`config.mk`:
```
export PLATFORM = sky130hd
export DESIGN_NAME = output_port_scheduler
export DESIGN_NICKNAME = d
export VERILOG_FILES = /design/src/rtl/output_port_scheduler_pkg.sv /design/src/rtl/output_port_scheduler_rr_pick.sv /design/src/rtl/output_port_scheduler.sv
export SDC_FILE = /design/constraint.sdc
export NUM_CORES = 1
export LEC_CHECK = 0
export CAP_MARGIN = 30
export CORE_MARGIN = 8
export CORE_UTILIZATION = 51
export DETAILED_ROUTE_END_ITERATION = 12
export PLACE_DENSITY = 0.8
export REMOVE_ABC_BUFFERS = 1
export SYNTH_ARGS = -nofsm -noshare
export SYNTH_HDL_FRONTEND = slang
export SYNTH_SLANG_ARGS = --single-unit
```
`constraint.sdc`:
```
create_clock -name clk -period 2.85 [get_ports clk]
set_input_delay 0.4275 -clock clk [delete_from_list [all_inputs] [get_ports clk]]
set_output_delay 0.4275 -clock clk [all_outputs]
set_load 0.03 [all_outputs]
```
`src/rtl/output_port_scheduler_pkg.sv`:
```
// Shared flit-id encodings, port indices and scheduler state type for the 5-port router.
// Port order everywhere is {S,W,E,N,L}, with L at bit 0.
package output_port_scheduler_pkg;

    localparam logic [2:0] FLIT_HEADER = 3'd1;
    localparam logic [2:0] FLIT_BODY   = 3'd2;
    localparam logic [2:0] FLIT_TAIL   = 3'd3;

    localparam int PORT_L = 0;
    localparam int PORT_N = 1;
    localparam int PORT_E = 2;
    localparam int PORT_W = 3;
    localparam int PORT_S = 4;

    typedef enum logic {
        IDLE   = 1'b0,
        LOCKED = 1'b1
    } state_t;

    // Round-robin successor of a port index, wrapping S back to L.
    function automatic logic [2:0] next_port(input logic [2:0] p);
        return (p >= 3'(PORT_S)) ? 3'(PORT_L) : p + 3'd1;
    endfunction

endpackage

```
`src/rtl/output_port_scheduler_rr_pick.sv`:
```
// rr_pick5: combinational 5-way round-robin picker, one-hot result; first requester at or after rr_ptr.
// Pointer values 5..7 are treated as 0.
module rr_pick5 (
    input  logic [4:0] req,
    input  logic [2:0] rr_ptr,
    output logic [4:0] pick
);

    logic [2:0] ptr;
    logic [9:0] rot_req;
    logic [4:0] low;
    logic [9:0] back;

    assign ptr = (rr_ptr > 3'd4) ? 3'd0 : rr_ptr;

    // Rotate so rr_ptr lands at bit 0, isolate the lowest set bit, rotate back.
    assign rot_req = {req, req} >> ptr;
    assign low     = rot_req[4:0] & (~rot_req[4:0] + 5'd1);
    assign back    = {low, low} << ptr;
    assign pick    = back[9:5];

endmodule

```
`src/rtl/output_port_scheduler.sv`:
```
// Wormhole output-port scheduler: round-robin grant held HEADER..TAIL, flits gated by downstream credits.
// Grant one cycle after request; xfer is combinational and stalls at zero credits. Watchdog: ARB_WATCHDOG_EN.
module output_port_scheduler
    import output_port_scheduler_pkg::*;
#(
    parameter int CREDITS    = 4,
    parameter int CW         = 3,
    parameter int WDOG_LIMIT = 256
) (
    input  logic          clk,
    input  logic          rst,
    input  logic [4:0]    req,
    input  logic [14:0]   flit_id,
    input  logic          credit_ret,
    output logic [4:0]    grant,
    output logic          xfer,
    output logic [CW-1:0] credits,
    output logic          busy,
    output logic          cred_err,
    output logic          wdog_err
);

    localparam logic [CW-1:0] CRED_MAX = CW'(CREDITS);

    state_t     state;
    logic [2:0] rr_ptr;
    logic [4:0] pick;
    logic [2:0] g_idx;
    logic       req_g;
    logic [2:0] flit_g;
    logic       tail_xfer;
    logic       wdog_fire;
    logic       release_port;

    rr_pick5 u_pick (
        .req    (req),
        .rr_ptr (rr_ptr),
        .pick   (pick)
    );

    always_comb begin
        g_idx  = 3'd0;
        req_g  = 1'b0;
        flit_g = 3'd0;
        for (int i = 0; i < 5; i++) begin
            if (grant[i]) begin
                g_idx  = 3'(i);
                req_g  = req[i];
                flit_g = flit_id[i*3 +: 3];
            end
        end
    end

    // No credit_ret term here: a returned credit is only usable from the next cycle.
    assign xfer      = (state == LOCKED) && req_g && (credits != '0);
    assign tail_xfer = xfer && (flit_g == FLIT_TAIL);

`ifdef ARB_WATCHDOG_EN
    localparam int WW = $clog2(WDOG_LIMIT + 1);
    logic [WW-1:0] wdog_cnt;

    assign wdog_fire = (state == LOCKED) && !xfer && (wdog_cnt == WW'(WDOG_LIMIT - 1));

    // Held at zero through IDLE, so every LOCKED entry starts from zero.
    always_ff @(posedge clk or posedge rst) begin
        if (rst) begin
            wdog_cnt <= '0;
            wdog_err <= 1'b0;
        end else begin
            if (state == IDLE || xfer)
                wdog_cnt <= '0;
            else
                wdog_cnt <= wdog_cnt + WW'(1);
            if (wdog_fire)
                wdog_err <= 1'b1;
        end
    end
`else
    logic unused_wdog_limit;
    assign unused_wdog_limit = (WDOG_LIMIT != 0);
    assign wdog_fire = 1'b0;
    assign wdog_err  = 1'b0;
`endif

    assign release_port = tail_xfer || wdog_fire;

    always_ff @(posedge clk or posedge rst) begin
        if (rst) begin
            state  <= IDLE;
            grant  <= '0;
            busy   <= 1'b0;
            rr_ptr <= 3'd0;
        end else begin
            case (state)
                IDLE: begin
                    if (req != '0) begin
                        state <= LOCKED;
                        grant <= pick;
                        busy  <= 1'b1;
                    end
                end
                LOCKED: begin
                    if (release_port) begin
                        state  <= IDLE;
                        grant  <= '0;
                        busy   <= 1'b0;
                        rr_ptr <= next_port(g_idx);
                    end
                end
                default: begin
                    state <= IDLE;
                    grant <= '0;
                    busy  <= 1'b0;
                end
            endcase
        end
    end

    always_ff @(posedge clk or posedge rst) begin
        if (rst) begin
            credits  <= CRED_MAX;
            cred_err <= 1'b0;
        end else if (xfer && !credit_ret) begin
            credits <= credits - CW'(1);
        end else if (!xfer && credit_ret) begin
            if (credits == CRED_MAX)
                cred_err <= 1'b1;
            else
                credits <= credits + CW'(1);
        end
    end

endmodule

```
==> results.py <==
metrics = {
    "finish": {
        "drive_gt1_share_pct": 13.9,
        "finalNonFillerCells": 278,
        "regArea_sq_um": 352,
        "multi_input_comb_area_sq_um": 1100,
        "final_nets": 273,
        "diodes": 0,
        "fillers": 266,
        "area_delta_synth_final_pct": 27.6,
    },
    "routing": {
        "dr.pass1.iters": 4,
        "postRouteAntennaNets": 0,
        "drt_wl_total_um": 4860,
        "wire_per_inst_um": 17.5,
        "vias_per_cell": 6.43,
        "drt_iter0_markers": 115,
        "route.detailed.drc": 0,
        "num_vias": 1788,
    },
    "logic_synthesis": {
        "async_flop_share_pct": 100,
        "yosysWarningCount": 0,
        "synth_seq_cells": 14,
        "yosysSeqAreaShare_pct": 22.1,
        "syn_inst": 207,
        "avgSynthCellArea_sq_um": 7.69,
        "synth_edf_count": 0,
        "synth_area_sq_um": 1590,
        "synth_ff_type": "dfrtp_1",
        "ys_types": 68,
    },
    "worst_setup_path": {
        "timing.rr.end": "credits[2]",
        "reg2reg_slack_ns": 0.29,
        "crit_path_max_fanout": 3,
        "start_kind": "input port",
        "r2r_cells": 12,
        "reg2reg_from": "grant[3]",
        "path_class": "input port to register",
        "arrival_ns": 2.87,
        "crit_required_ns": 3.07,
        "critPathCaptureType": "register",
    },
    "global_route": {
        "grt_overflow": 0,
        "grt_pass1_wl_um": 8280,
        "grt_start_max_net_pins": 25,
        "grt_pass1_vias": 1782,
        "antenna_found_initial": 0,
        "grt_util_all_layers_pct": 19.5,
    },
    "floorplan": {
        "die_h_um": 71.9,
        "die_area_sq_um": 5170,
        "core_area_sq_um": 3000,
        "fp.dieW_um": 71.9,
        "io_pins": 35,
        "start_util_pct": 53.0,
        "row_count": 20,
    },
    "timing": {
        "post-route-period-util_pct": 93.1,
        "fin_setup_tns_ns": 0,
        "timing.fmax_ghz": 0.377,
        "min_period_ns": 2.65,
        "relSlewSlack_pct": 50.9,
        "slew_violations": 0,
        "hold_violations": 0,
        "rsz0062_at_grt": "no",
        "finalWorstSetupSlack_ns": 0.196,
        "setup_viol": 0,
        "finClkSkew_ns": 0.000484,
        "tightest_slew_ns": 0.737,
    },
    "power": {
        "p_comb_share_pct": 70.9,
        "p_seq_share_pct": 22.2,
        "clkPwrFrac_pct": 6.9,
        "p_per_area_nw_per_um2": 1070,
        "power.switching_w": 0.00111,
        "switching_share_pct": 51.2,
        "p_int_w": 0.00106,
        "p_leak_nw": 0.846,
        "total_power_w": 0.00216,
        "peakVddDrop_uv": 534,
    },
    "job": {
        "cap_violations": 0,
    },
    "cts": {
        "h-tree-depth": 1,
        "clock_sinks": 14,
        "clockBufferDepth": 2,
        "hold_buffers": 0,
        "clock_latency_ns": 0.29,
        "cts_resized": 0,
        "clk_pin_slew_ns": 0.09,
        "cts_tree": "built",
        "numCtsBuffers": 3,
        "ctsRootBufferMaster": "clkbuf_4",
        "postCtsSetupRepairBufs": 0,
    },
    "place": {
        "dpl.cell_count": 274,
        "place_ws_ns": -0.0428,
        "gp_congestion": 1.00,
        "dpl.hpwl_um": 3680,
        "portBuffers": 33,
    },
    "worst_hold_path": {
        "hold_class": "input port to async pin",
    },
    "run_status": {
        "status": "finished clean",
    },
}
registers in the layout, summed over array words and instances, names as in the netlist:
name / flops
busy: 1
cred_err: 1
credits: 3
grant: 5
rr_ptr: 3
state: 1
per-layer routing:
metal	track usage [%]	vias up	share of wire, %
met5	0	-	0
met4	9.07	0	2.4
met3	3.49	13	9.2
met2	30.9	90	46
met1	25.0	840	43
li1	-	845	-
per-stage QoR:
stage | hold slack, ns | util (%) | area [sq um]
after global routing | 0.495 | 67.7 | 2030
after global placement | 0.454 | 66.5 | 2000
after floorplan | 0.316 | - | 1490
after detailed placement | 0.458 | 66.5 | 2000
after CTS | 0.479 | 67.7 | 2030
final | 0.476 | 67.7 | 2030
critical path, stage by stage:
cell	delay, ns
clkdlybuf4s50_1	0.47
nand2_1	0.05
o211ai_1	0.15
a31oi_1	0.15
or2_2	0.32
inv_1	0.08
ha_1	0.16
inv_1	0.06
fa_1	0.43
nor3_1	0.23
a21oi_1	0.07
o21ai_0	0.16
o31ai_1	0.09
cell usage in the layout, fill, tap and decap left out, types with 5 or more instances in the layout:
cell type / Yosys / final
nand2_1: 20 / 20
nand2b_1: 7 / 7
nor2_1: 13 / 13
dfrtp_1: 13 / 13
a21oi_1: 10 / 10
clkdlybuf4s50_1: 0 / 32
a31oi_1: 9 / 9
nor3_1: 5 / 5
o21ai_0: 10 / 10
buf_4: 3 / 16
mux2i_1: 6 / 6
inv_1: 10 / 10
o21ai_1: 9 / 9
cells in the mapped netlist, drive strengths merged, types with 3 or more instances:
cell / instances / share of area (%)
nor2: 14 / 3.8
or3: 3 / 1.2
nor2b: 5 / 2.1
nand2: 20 / 4.7
a21oi: 11 / 3.7
nand2b: 8 / 3.3
ha: 3 / 2.4
mux2i: 6 / 3.8
nor3: 5 / 1.6
o211ai: 4 / 1.9
o21ai: 19 / 6.0
a211oi: 5 / 2.7
buf: 13 / 5.7
inv: 12 / 2.8
dfrtp: 13 / 20
nand3: 4 / 1.3
a31oi: 9 / 3.5
area by class of cell:
class | instances | share of cell area [%]
inverters | 12 | 2.22
multi-input cells | 166 | 54.0
flip-flops and latches | 14 | 17.3
repair buffers | 49 | 22.7
well taps | 33 | 2.03
clock buffers | 4 | 1.79
cells by family after synthesis:
family / synth area share (%)
AND/OR/NAND/NOR: 26.6
other: 0.235
buffers and inverters: 9.03
AO/OA/AOI/OAI: 32.2
adder cells (fa/ha/maj): 3.61
flip-flops: 22.1
XOR/XNOR: 1.10
multiplexers: 5.18
power groups by stage:
stage | combinational [W] | clock (W) | sequential [W]
6_report | 0.00153 | 0.000149 | 0.000481
5_1_grt | 0.00168 | 0.000161 | 0.000500
4_1_cts | 0.00152 | 0.000151 | 0.000477
3_5_place_dp | 0.00151 | 0 | 0.000479
3_3_place_gp | 0.00149 | 0 | 0.000478
2_1_floorplan | 0.000846 | 0 | 0.000574
how the worst max path moves through the flow:
stage | from | endpoint | cells past startpoint
2_1_floorplan | grant[3] | credits[2] | 12
3_3_place_gp | req[0] | credits[2] | 13
3_5_place_dp | req[0] | credits[2] | 13
4_1_cts | req[0] | credits[2] | 13
5_1_grt | req[0] | credits[2] | 13
6_report | req[0] | credits[2] | 13
Power figures use the tool's default switching activity.
